File: src/rtl/mult_div_unit_pkg.sv
// Shared definitions for the multiply/divide unit: operation and FSM encodings,
// iteration count and small operand helpers.
package mult_div_unit_pkg;

    localparam int MDU_ITERATIONS = 32;
    localparam int MDU_CNT_W      = 6;

    typedef enum logic [1:0] {
        OP_MULT  = 2'b00,
        OP_MULTU = 2'b01,
        OP_DIV   = 2'b10,
        OP_DIVU  = 2'b11
    } mdu_op_e;

    typedef enum logic [1:0] {
        ST_IDLE  = 2'b00,
        ST_CALC  = 2'b01,
        ST_FIXUP = 2'b10
    } mdu_state_e;

    function automatic logic op_is_div(input mdu_op_e op);
        return op[1];
    endfunction

    function automatic logic op_is_signed(input mdu_op_e op);
        return ~op[0];
    endfunction

    // Magnitude of a 32-bit operand; 32'h8000_0000 maps onto itself as an unsigned value.
    function automatic logic [31:0] mag32(input logic [31:0] v, input logic is_signed);
        if (is_signed && v[31]) begin
            return 32'd0 - v;
        end else begin
            return v;
        end
    endfunction

endpackage

File: src/rtl/mult_div_unit_if.sv
// Request/result bundle between the pipeline and the multiply/divide unit.
interface mult_div_unit_if;

    logic        start;
    logic [1:0]  op;
    logic [31:0] operand_a;
    logic [31:0] operand_b;
    logic        mthi;
    logic        mtlo;
    logic [31:0] write_data;
    logic        busy;
    logic        done;
    logic [31:0] hi;
    logic [31:0] lo;

    modport master (
        output start, op, operand_a, operand_b, mthi, mtlo, write_data,
        input  busy, done, hi, lo
    );

    modport slave (
        input  start, op, operand_a, operand_b, mthi, mtlo, write_data,
        output busy, done, hi, lo
    );

endinterface

File: src/rtl/mult_div_unit.sv
// Iterative 32-bit multiply/divide unit with HI/LO result registers.
// Magnitudes are processed one bit per cycle; signs are restored in FIXUP.
module mult_div_unit
    import mult_div_unit_pkg::*;
(
    input  logic            clk,
    input  logic            reset,
    mult_div_unit_if.slave  bus
);

    mdu_state_e             r_state, w_state_nxt;
    logic [MDU_CNT_W-1:0]   r_cnt, w_cnt_nxt;
    mdu_op_e                r_op, w_op_nxt;
    logic [31:0]            r_addend, w_addend_nxt;
    logic [63:0]            r_work, w_work_nxt;
    logic                   r_neg_lo, w_neg_lo_nxt;
    logic                   r_neg_hi, w_neg_hi_nxt;
    logic                   r_div0, w_div0_nxt;
    logic [31:0]            r_hi, w_hi_nxt;
    logic [31:0]            r_lo, w_lo_nxt;
    logic                   r_busy, w_busy_nxt;
    logic                   r_done, w_done_nxt;

    mdu_op_e                w_op_in;
    logic                   w_sgn;
    logic [31:0]            w_mag_a;
    logic [31:0]            w_mag_b;
    logic [32:0]            w_mul_sum;
    logic [63:0]            w_mul_step;
    logic [32:0]            w_div_rem;
    logic [32:0]            w_div_diff;
    logic [63:0]            w_div_step;
    logic [63:0]            w_neg_work;
    logic [31:0]            w_fix_hi;
    logic [31:0]            w_fix_lo;

    assign bus.busy = r_busy;
    assign bus.done = r_done;
    assign bus.hi   = r_hi;
    assign bus.lo   = r_lo;

    // Operand conditioning and the single-bit multiply/divide step.
    always_comb begin
        w_op_in    = mdu_op_e'(bus.op);
        w_sgn      = op_is_signed(w_op_in);
        w_mag_a    = mag32(bus.operand_a, w_sgn);
        w_mag_b    = mag32(bus.operand_b, w_sgn);
        // Multiply: add the multiplicand when the low bit is set, then shift right.
        w_mul_sum  = {1'b0, r_work[63:32]} + (r_work[0] ? {1'b0, r_addend} : 33'd0);
        w_mul_step = {w_mul_sum, r_work[31:1]};
        // Divide: shift the remainder left and keep the difference if it did not borrow.
        w_div_rem  = r_work[63:31];
        w_div_diff = w_div_rem - {1'b0, r_addend};
        if (w_div_diff[32]) begin
            w_div_step = {w_div_rem[31:0], r_work[30:0], 1'b0};
        end else begin
            w_div_step = {w_div_diff[31:0], r_work[30:0], 1'b1};
        end
    end

    // Sign restoration of the finished magnitude result.
    always_comb begin
        w_neg_work = 64'd0 - r_work;
        if (op_is_div(r_op)) begin
            if (r_div0) begin
                w_fix_lo = 32'hFFFF_FFFF;
            end else if (r_neg_lo) begin
                w_fix_lo = 32'd0 - r_work[31:0];
            end else begin
                w_fix_lo = r_work[31:0];
            end
            if (r_neg_hi) begin
                w_fix_hi = 32'd0 - r_work[63:32];
            end else begin
                w_fix_hi = r_work[63:32];
            end
        end else begin
            if (r_neg_lo) begin
                {w_fix_hi, w_fix_lo} = w_neg_work;
            end else begin
                {w_fix_hi, w_fix_lo} = r_work;
            end
        end
    end

    // FSM state register.
    always_ff @(posedge clk or negedge reset) begin
        if (!reset) begin
            r_state <= ST_IDLE;
        end else begin
            r_state <= w_state_nxt;
        end
    end

    // FSM next-state logic; CALC lingers one cycle at count zero before FIXUP.
    always_comb begin
        w_state_nxt = r_state;
        case (r_state)
            ST_IDLE: begin
                if (bus.start) begin
                    w_state_nxt = ST_CALC;
                end else begin
                    w_state_nxt = ST_IDLE;
                end
            end
            ST_CALC: begin
                if (r_cnt == {MDU_CNT_W{1'b0}}) begin
                    w_state_nxt = ST_FIXUP;
                end else begin
                    w_state_nxt = ST_CALC;
                end
            end
            ST_FIXUP: w_state_nxt = ST_IDLE;
            default:  w_state_nxt = ST_IDLE;
        endcase
    end

    // FSM output logic: datapath and HI/LO next values for each state.
    always_comb begin
        w_cnt_nxt    = r_cnt;
        w_op_nxt     = r_op;
        w_addend_nxt = r_addend;
        w_work_nxt   = r_work;
        w_neg_lo_nxt = r_neg_lo;
        w_neg_hi_nxt = r_neg_hi;
        w_div0_nxt   = r_div0;
        w_hi_nxt     = r_hi;
        w_lo_nxt     = r_lo;
        w_busy_nxt   = (w_state_nxt != ST_IDLE);
        w_done_nxt   = (r_state == ST_FIXUP);
        case (r_state)
            ST_IDLE: begin
                if (bus.start) begin
                    w_op_nxt     = w_op_in;
                    w_cnt_nxt    = MDU_CNT_W'(MDU_ITERATIONS);
                    w_neg_lo_nxt = w_sgn & (bus.operand_a[31] ^ bus.operand_b[31]);
                    w_neg_hi_nxt = w_sgn & bus.operand_a[31];
                    w_div0_nxt   = op_is_div(w_op_in) & (bus.operand_b == 32'd0);
                    if (op_is_div(w_op_in)) begin
                        w_addend_nxt = w_mag_b;
                        w_work_nxt   = {32'd0, w_mag_a};
                    end else begin
                        w_addend_nxt = w_mag_a;
                        w_work_nxt   = {32'd0, w_mag_b};
                    end
                end else begin
                    if (bus.mthi) begin
                        w_hi_nxt = bus.write_data;
                    end else begin
                        w_hi_nxt = r_hi;
                    end
                    if (bus.mtlo) begin
                        w_lo_nxt = bus.write_data;
                    end else begin
                        w_lo_nxt = r_lo;
                    end
                end
            end
            ST_CALC: begin
                if (r_cnt != {MDU_CNT_W{1'b0}}) begin
                    w_cnt_nxt  = r_cnt - {{(MDU_CNT_W-1){1'b0}}, 1'b1};
                    w_work_nxt = op_is_div(r_op) ? w_div_step : w_mul_step;
                end else begin
                    w_cnt_nxt  = r_cnt;
                end
            end
            ST_FIXUP: begin
                w_hi_nxt = w_fix_hi;
                w_lo_nxt = w_fix_lo;
            end
            default: begin
                w_busy_nxt = 1'b0;
            end
        endcase
    end

    // Datapath, result and status registers.
    always_ff @(posedge clk or negedge reset) begin
        if (!reset) begin
            r_cnt    <= {MDU_CNT_W{1'b0}};
            r_op     <= OP_MULT;
            r_addend <= 32'd0;
            r_work   <= 64'd0;
            r_neg_lo <= 1'b0;
            r_neg_hi <= 1'b0;
            r_div0   <= 1'b0;
            r_hi     <= 32'd0;
            r_lo     <= 32'd0;
            r_busy   <= 1'b0;
            r_done   <= 1'b0;
        end else begin
            r_cnt    <= w_cnt_nxt;
            r_op     <= w_op_nxt;
            r_addend <= w_addend_nxt;
            r_work   <= w_work_nxt;
            r_neg_lo <= w_neg_lo_nxt;
            r_neg_hi <= w_neg_hi_nxt;
            r_div0   <= w_div0_nxt;
            r_hi     <= w_hi_nxt;
            r_lo     <= w_lo_nxt;
            r_busy   <= w_busy_nxt;
            r_done   <= w_done_nxt;
        end
    end

endmodule

File: src/flat_wrapper.sv
// flat-port wrapper written by rule: the top's interface ports become plain ports
module mult_div_unit_flat import mult_div_unit_pkg::*;
  (clk, reset, bus_start, bus_op, bus_operand_a, bus_operand_b, bus_mthi, bus_mtlo, bus_write_data, bus_busy, bus_done, bus_hi, bus_lo);
  mult_div_unit_if bus_i ();
  input  logic clk;
  input  logic reset;
  input wire logic [$bits(bus_i.start)-1:0] bus_start;
  input wire logic [$bits(bus_i.op)-1:0] bus_op;
  input wire logic [$bits(bus_i.operand_a)-1:0] bus_operand_a;
  input wire logic [$bits(bus_i.operand_b)-1:0] bus_operand_b;
  input wire logic [$bits(bus_i.mthi)-1:0] bus_mthi;
  input wire logic [$bits(bus_i.mtlo)-1:0] bus_mtlo;
  input wire logic [$bits(bus_i.write_data)-1:0] bus_write_data;
  output wire logic [$bits(bus_i.busy)-1:0] bus_busy;
  output wire logic [$bits(bus_i.done)-1:0] bus_done;
  output wire logic [$bits(bus_i.hi)-1:0] bus_hi;
  output wire logic [$bits(bus_i.lo)-1:0] bus_lo;
  assign bus_i.start = bus_start;
  assign bus_i.op = bus_op;
  assign bus_i.operand_a = bus_operand_a;
  assign bus_i.operand_b = bus_operand_b;
  assign bus_i.mthi = bus_mthi;
  assign bus_i.mtlo = bus_mtlo;
  assign bus_i.write_data = bus_write_data;
  assign bus_busy = bus_i.busy;
  assign bus_done = bus_i.done;
  assign bus_hi = bus_i.hi;
  assign bus_lo = bus_i.lo;
  mult_div_unit u_core (.clk(clk), .reset(reset), .bus(bus_i));
endmodule
File: config.mk
export PLATFORM = sky130hd
export DESIGN_NAME = mult_div_unit_flat
export DESIGN_NICKNAME = d
export VERILOG_FILES = /design/src/rtl/mult_div_unit_pkg.sv /design/src/rtl/mult_div_unit_if.sv /design/src/rtl/mult_div_unit.sv /design/src/flat_wrapper.sv
export SDC_FILE = /design/constraint.sdc
export NUM_CORES = 1
export LEC_CHECK = 0
export CORE_UTILIZATION = 35
export CTS_BUF_LIST = sky130_fd_sc_hd__clkbuf_8 sky130_fd_sc_hd__clkbuf_16
export DETAILED_ROUTE_END_ITERATION = 16
export GPL_TIMING_DRIVEN = 0
export SYNTH_ARGS = -nofsm -noshare
export SYNTH_HDL_FRONTEND = slang
export SYNTH_SLANG_ARGS = --single-unit
export TNS_END_PERCENT = 5
File: constraint.sdc
create_clock -name clk -period 4 [get_ports clk]
set_clock_uncertainty 0.2 [all_clocks]
set_input_delay 0.8 -clock clk [delete_from_list [all_inputs] [get_ports clk]]
set_output_delay 0.8 -clock clk [all_outputs]
set_load 0.02 [all_outputs]
==> results of run 1 <==
layout by cell type, fill, tap and decap left out, types with 11 or more instances in the layout:
master,count
o22ai_1,20
inv_1,69
dfrtp_1,172
nor4_1,17
a31oi_1,21
o21ai_1,14
xor2_1,79
a211oi_1,19
a221o_1,19
a21o_1,30
or3_1,14
clkdlybuf4s50_1,167
a22oi_1,22
nor2b_1,13
mux2i_1,97
clkbuf_16,17
o21ai_0,171
o211ai_1,14
nand2_1,191
a21oi_1,164
and2_1,12
nor2_1,160
or4_1,11
ha_1,68
nand3_1,26
clkbuf_1,84
buf_1,12
o21ai_2,11
o31ai_1,21
nand2b_1,24
nor3_1,35
xnor2_1,93
stage by stage:
stage / worst slack [ps] / TNS, ps / utilization (%) / power (mW)
final: -53.8 / -53.8 / 43.0 / 17.9
after global routing: -216 / -381 / 43.0 / 19.2
after CTS: -60.6 / -113 / 42.7 / 17.6
after detailed placement: -749 / -17090 / 41.2 / 15.8
after global placement: -5570 / -981460 / 41.1 / 15.7
after floorplan: 402 / 0 / - / 12.0
sequential cells by signal (all words and copies together), names as in the netlist:
name	cells
u_core.r_work	64
u_core.r_op	1
u_core.r_addend	32
u_core.r_div0	1
u_core.bus.hi	32
u_core.bus.busy	1
u_core.r_state	2
u_core.r_neg_hi	1
u_core.r_neg_lo	1
u_core.bus.lo	32
u_core.r_cnt	6
u_core.bus.done	1
logic make-up after synthesis:
kind of cell             count (synthesis)  share of synthesized area (%)
AO/OA/AOI/OAI                          602                           25.3
XOR/XNOR                               173                           10.3
adder cells (fa/ha/maj)                 71                           6.08
buffers and inverters                  182                           4.79
flip-flops                             174                           29.3
multiplexers                           101                           6.84
AND/OR/NAND/NOR                        552                           17.4
cell type report:
cell class	count	area (sq um)
clock inverter	15	116
clock buffer	17	425
tap	539	674
timing repair buffer	177	1770
sequential	174	4360
buffer	113	475
multi-input combinational	1499	9920
inverter	69	262
fill	4198	23800
per-layer routing:
metal / routed length (microns) / GRT usage (%)
met1: 25300 / 35.5
met4: 2350 / 10.7
met5: 0 / 0
met3: 3630 / 3.08
met2: 24400 / 39.5
timing repair:
item / in CTS / in global routing
resized for setup: 22 / 20
cloned: 0 / 0
buffers inserted: 0 / 8
pin swaps: 2 / 3
endpoints found under the setup margin: 36 / 40
synth_stat cells (5+ instances only):
| cell type | number | area, sq um |
|---|---|---|
| nand2_1 | 191 | 717 |
| dfrtp_1 | 174 | 4350 |
| o21ai_0 | 174 | 871 |
| a21oi_1 | 167 | 836 |
| nor2_1 | 161 | 604 |
| mux2i_1 | 97 | 971 |
| xnor2_1 | 93 | 815 |
| clkbuf_1 | 87 | 327 |
| xor2_1 | 79 | 692 |
| ha_1 | 69 | 863 |
| inv_1 | 68 | 255 |
| nor3_1 | 36 | 180 |
| a21o_1 | 30 | 225 |
| nand3_1 | 26 | 130 |
| nand2b_1 | 24 | 150 |
| a22oi_1 | 23 | 173 |
| a31oi_1 | 23 | 144 |
| o31ai_1 | 21 | 158 |
| o22ai_1 | 20 | 125 |
| a211oi_1 | 19 | 143 |
| a221o_1 | 19 | 190 |
| nor4_1 | 19 | 119 |
| o211ai_1 | 14 | 105 |
| or3_1 | 14 | 87.6 |
| buf_1 | 13 | 48.8 |
| nor2b_1 | 13 | 81.3 |
| o21ai_1 | 13 | 65.1 |
| and2_1 | 12 | 75.1 |
| or4_1 | 11 | 82.6 |
| buf_2 | 9 | 45.0 |
| o21ai_2 | 9 | 78.8 |
| o21a_1 | 8 | 60.1 |
| o41ai_1 | 8 | 70.1 |
| o21bai_1 | 7 | 52.6 |
| or2_2 | 7 | 43.8 |
| a31o_2 | 5 | 43.8 |
| nand4_1 | 5 | 31.3 |
worst min path at each step:
stage / depth (start not counted) / end / startpoint
floorplan: 1 / u_core.r_addend[12] / u_core.r_addend[12]
global placement: 1 / u_core.r_addend[13] / u_core.r_addend[13]
detailed placement: 2 / u_core.r_addend[19] / u_core.r_addend[19]
CTS: 1 / u_core.bus.hi[4] / reset
global route: 1 / u_core.bus.hi[4] / reset
finish: 1 / u_core.bus.hi[4] / reset
critical path: stages, from the launching register on:
cell,delay [ps]
dfrtp_2,460
inv_4,140
clkbuf_4,220
nor2_1,70
ha_1,360
inv_1,130
o21ai_0,110
a211oi_1,360
o31ai_2,200
a32o_2,350
o311ai_1,330
nand2b_1,180
a2111o_1,420
a31oi_2,270
o31ai_1,110
power by group through the flow:
stage                     Clock [mW]  Combinational [mW]  Sequential [mW]
after global placement             0                11.9             3.76
after detailed placement           0                12.0             3.78
after CTS                       1.60                12.2             3.75
final                           1.58                12.5             3.78
after floorplan                    0                8.26             3.76
after global routing            1.68                13.7             3.88
==> results.yml, run 1 <==
run_status:
  status: "complete, but fails checks"
  violations: "setup timing"
clocking:
  root_buffer: "clkbuf_16"
  cts_tree: "built"
  cts_buffers: 17
  cts.htree.levels: 4
  holdBufCountCts: 0
  cts_buffer_depth: 2
  path_clk_slew_ps: 70
  clk_latency_ps: 450
  cts_sinks: 174
routing:
  wl_mm: 55.6
  dr.pass1.iters: 5
  ant_nets: 0
  drcViolationCount: 0
  vias: 15000
  vias_per_cell: 5.76
  wl_per_cell_microns: 21.4
  drt_iter0_drc: 1310
sta:
  rsz0062_at_grt: "true"
  hold_slack_ps: 130
  timing.fmax_mhz: 247
  tightest_slew_ps: 907
  slew_viol_final: 0
  finalSetupViolCount: 1
  setup_slack_ps: -53.8
  slew_headroom_pct: 39.4
  hold_violations: 0
  fin_crit_sh_pct: 101
  fin_crit_ps: 4050
global_route:
  overflow: 0
  grt_max_degree: 95
  track_usage_pct: 25.4
  antenna_found_initial: 0
  first_global_vias: 14500
  grt_pass1_wl_mm: 85.3
setup_path:
  crit_path_end_kind: "register"
  start_kind: "register"
  critical_path_class: "register to register"
  cp_max_fo: 10
  critical_path.endpoint: "u_core.r_work[58]"
  r2r_start: "u_core.r_work[0]"
  crit_path_start: "u_core.r_work[0]"
  worstPathArrival_ps: 4160
  worst_r2r_path_depth: 14
  r2r_end: "u_core.r_work[58]"
  required_ps: 4100
  r2r_setup_slack_ps: -50
yosys:
  yosys_warnings: 0
  synth-edff-count: 0
  syn_inst: 1855
  yosysSeqAreaShare_pct: 29.3
  synth_ff_type: "dfrtp_1"
  ys_async_sr_fraction_pct: 100
  syn_avg_cell_area_sq_um: 8.01
  yosysUniqueCellTypes: 88
  synth_nets: 2029
  syn_area_sq_mm: 0.0149
  yosys_register_bits: 174
floorplanning:
  fp.dieW_microns: 208
  rows: 75
  io_pins: 169
  die_h_microns: 208
  start_util_pct: 35.5
  coreArea_sq_mm: 0.0419
  die_area_sq_mm: 0.0433
power_and_ir_drop:
  ir_worst_vdd_mv: 0.399
  pwr_density_cell_mw_per_mm2: 992
  switchingPower_mw: 9.22
  p_leak_nw: 7.42
  seqPwrFrac_pct: 21.2
  p_comb_share_pct: 70.0
  internal_power_mw: 8.63
  p_clk_share_pct: 8.9
  swShare_pct: 51.7
cells_and_area:
  nNetsFinal: 2225
  diodes: 0
  fin_cells: 2603
  fin_area_sq_mm: 0.0180
  layout-drive-gt1-share_pct: 6.25
  area_growth_pct: 21.2
placed_design:
  gp_congestion: 0.940
  dp.cells: 2563
  dp_hpwl_mm: 45.0
  placed_area_sq_mm: 0.0172
  portBuffers: 168
min_path:
  hold_path.class: "input pin to asynchronous set/reset pin"
flow_run:
  cap_violations: 0
Power figures use the tool's default switching activity.
==> inputs of run 2 (changes only) <==
==> constraint.sdc (replaced) <==
create_clock -name clk -period 3.9 [get_ports clk]
set_clock_uncertainty 0.2 [all_clocks]
set_input_delay 0.78 -clock clk [delete_from_list [all_inputs] [get_ports clk]]
set_output_delay 0.78 -clock clk [all_outputs]
set_load 0.02 [all_outputs]
==> run 2 against run 1 <==
Compared with the run above: the flow now finishes without violations; clock power increased by 3%; final cell count about the same; total power increased by 3.3%; register-to-register slack improved by 80 ps; wire length increased by 0.10%; critical path type unchanged.
==> results.yml, run 2 (synthesized netlist as in run 1, its figures left out) <==
routing:
  drt_iter0_drc: 1292
  ant_nets: 0
  drcViolationCount: 0
  vias_per_cell: 5.71
  dr.pass1.iters: 5
  vias: 14900
  wl_mm: 55.7
  wl_per_cell_microns: 21.4
clocking:
  clk_latency_ps: 450
  path_clk_slew_ps: 70
  cts_buffer_depth: 2
  cts.htree.levels: 4
  cts_tree: "built"
  holdBufCountCts: 0
  root_buffer: "clkbuf_16"
  cts_buffers: 17
  cts_sinks: 174
sta:
  hold_violations: 0
  slew_headroom_pct: 38.5
  rsz0062_at_grt: "true"
  timing.fmax_mhz: 258
  setup_tns_ps: 0
  hold_slack_ps: 115
  finalSetupViolCount: 0
  fin_crit_sh_pct: 99.2
  slew_viol_final: 0
  tightest_slew_ps: 920
  fin_crit_ps: 3870
placed_design:
  dp.cells: 2563
  placed_area_sq_mm: 0.0172
  portBuffers: 168
  dp_hpwl_mm: 45.0
  gp_congestion: 0.940
setup_path:
  cp_max_fo: 10
  worstPathArrival_ps: 3980
  max_stage_delay_ps: 440
  critical_path_class: "register to register"
  critical_path.slowest_cell: "dfrtp_2"
  crit_path_end_kind: "register"
  path_cells: "inv_4 > clkbuf_4 > nor2_1 > ha_1 > o211ai_1 > o211ai_1 > a21oi_2 > o31ai_2 > a32o_2 > o311ai_2 > nand2b_1 > a2111o_1 > a31oi_2 > o31ai_1"
  start_kind: "register"
  required_ps: 4010
  crit_top_cell: "o211ai_1"
cells_and_area:
  layout-drive-gt1-share_pct: 6.40
  fin_cells: 2602
  area_growth_pct: 21.7
  top_register: "u_core.r_work"
  diodes: 0
  fin_area_sq_mm: 0.0181
  final_common_cell: "nand2_1"
  mostFrequentLayoutCells: "nand2_1, dfrtp_1, o21ai_0"
  largest_reg_flops: 64
  nNetsFinal: 2224
power_and_ir_drop:
  ir_worst_vdd_mv: 0.420
  pwr_density_cell_mw_per_mm2: 1020
  p_leak_nw: 7.43
min_path:
  hold_path.class: "input pin to asynchronous set/reset pin"
global_route:
  overflow: 0
  grt_pass1_wl_mm: 85.5
  antenna_found_initial: 0
  grt_max_degree: 95
  first_global_vias: 14500
  track_usage_pct: 25.5
floorplanning:
  coreArea_sq_mm: 0.0419
  rows: 75
  die_area_sq_mm: 0.0433
  die_h_microns: 208
  start_util_pct: 35.5
  io_pins: 169
  fp.dieW_microns: 208
flow_run:
  cap_violations: 0
run_status:
  status: "completed"
## run 2: power breakdown
part | switching [mW] | internal [mW]
clock network | 0.804 | 0.824
registers | 1.13 | 2.75
logic | 7.59 | 5.34
total | 9.53 | 8.91
## run 2: metal layers
metal  part of all wire [%]  GRT usage, %
met2                     44          39.7
met4                    4.2          10.7
met3                    6.4          3.17
met1                     46          35.5
met5                      0             0
## run 2: metrics by stage
step	setup WS, ps	util (%)	total power, mW
5_1_grt	-62.0	43.2	19.9
3_3_place_gp	-5650	41.1	16.1
2_1_floorplan	302	-	12.3
4_1_cts	-16.6	42.8	18.1
3_5_place_dp	-849	41.2	16.2
6_report	29.5	43.2	18.4
## run 2: layout make-up
class / count / area (sq um)
Multi-Input combinational cell: 1499 / 9990
Clock buffer: 17 / 425
Fill cell: 4194 / 23800
Inverter: 69 / 262
Sequential cell: 174 / 4360
Buffer: 113 / 482
Tap cell: 539 / 674
Timing Repair Buffer: 176 / 1770
Clock inverter: 15 / 116
## run 2: what timing repair did
action                                  CTS  global route
resized for setup                        30            20
pin swaps                                 3             3
endpoints found under the setup margin   39            41
buffers inserted                          3             4
cloned                                    0             0
## run 2: worst paths after layout
path | from | end | slack [ps] | cells after the start
setup / recovery | u_core.r_work[0] | u_core.r_work[58] | 30 | 14
hold / removal | reset | u_core.bus.hi[4] | 120 | 1
setup reg to reg | u_core.r_work[0] | u_core.r_work[58] | 30 | 14
hold reg to reg | u_core.bus.lo[19] | u_core.bus.lo[19] | 290 | 2
max in group asynchronous | reset | u_core.r_cnt[2] | 2490 | 2
min in group clk | u_core.bus.lo[19] | u_core.bus.lo[19] | 290 | 2
## run 2: critical path, delay by kind of cell (launching register included)
| family | cells | cell delay (ps) |
|---|---|---|
| compound gates | 9 | 2170 |
| fa+ha+maj | 1 | 350 |
| buf+inv | 2 | 350 |
| flops | 1 | 440 |
| simple gates | 2 | 230 |
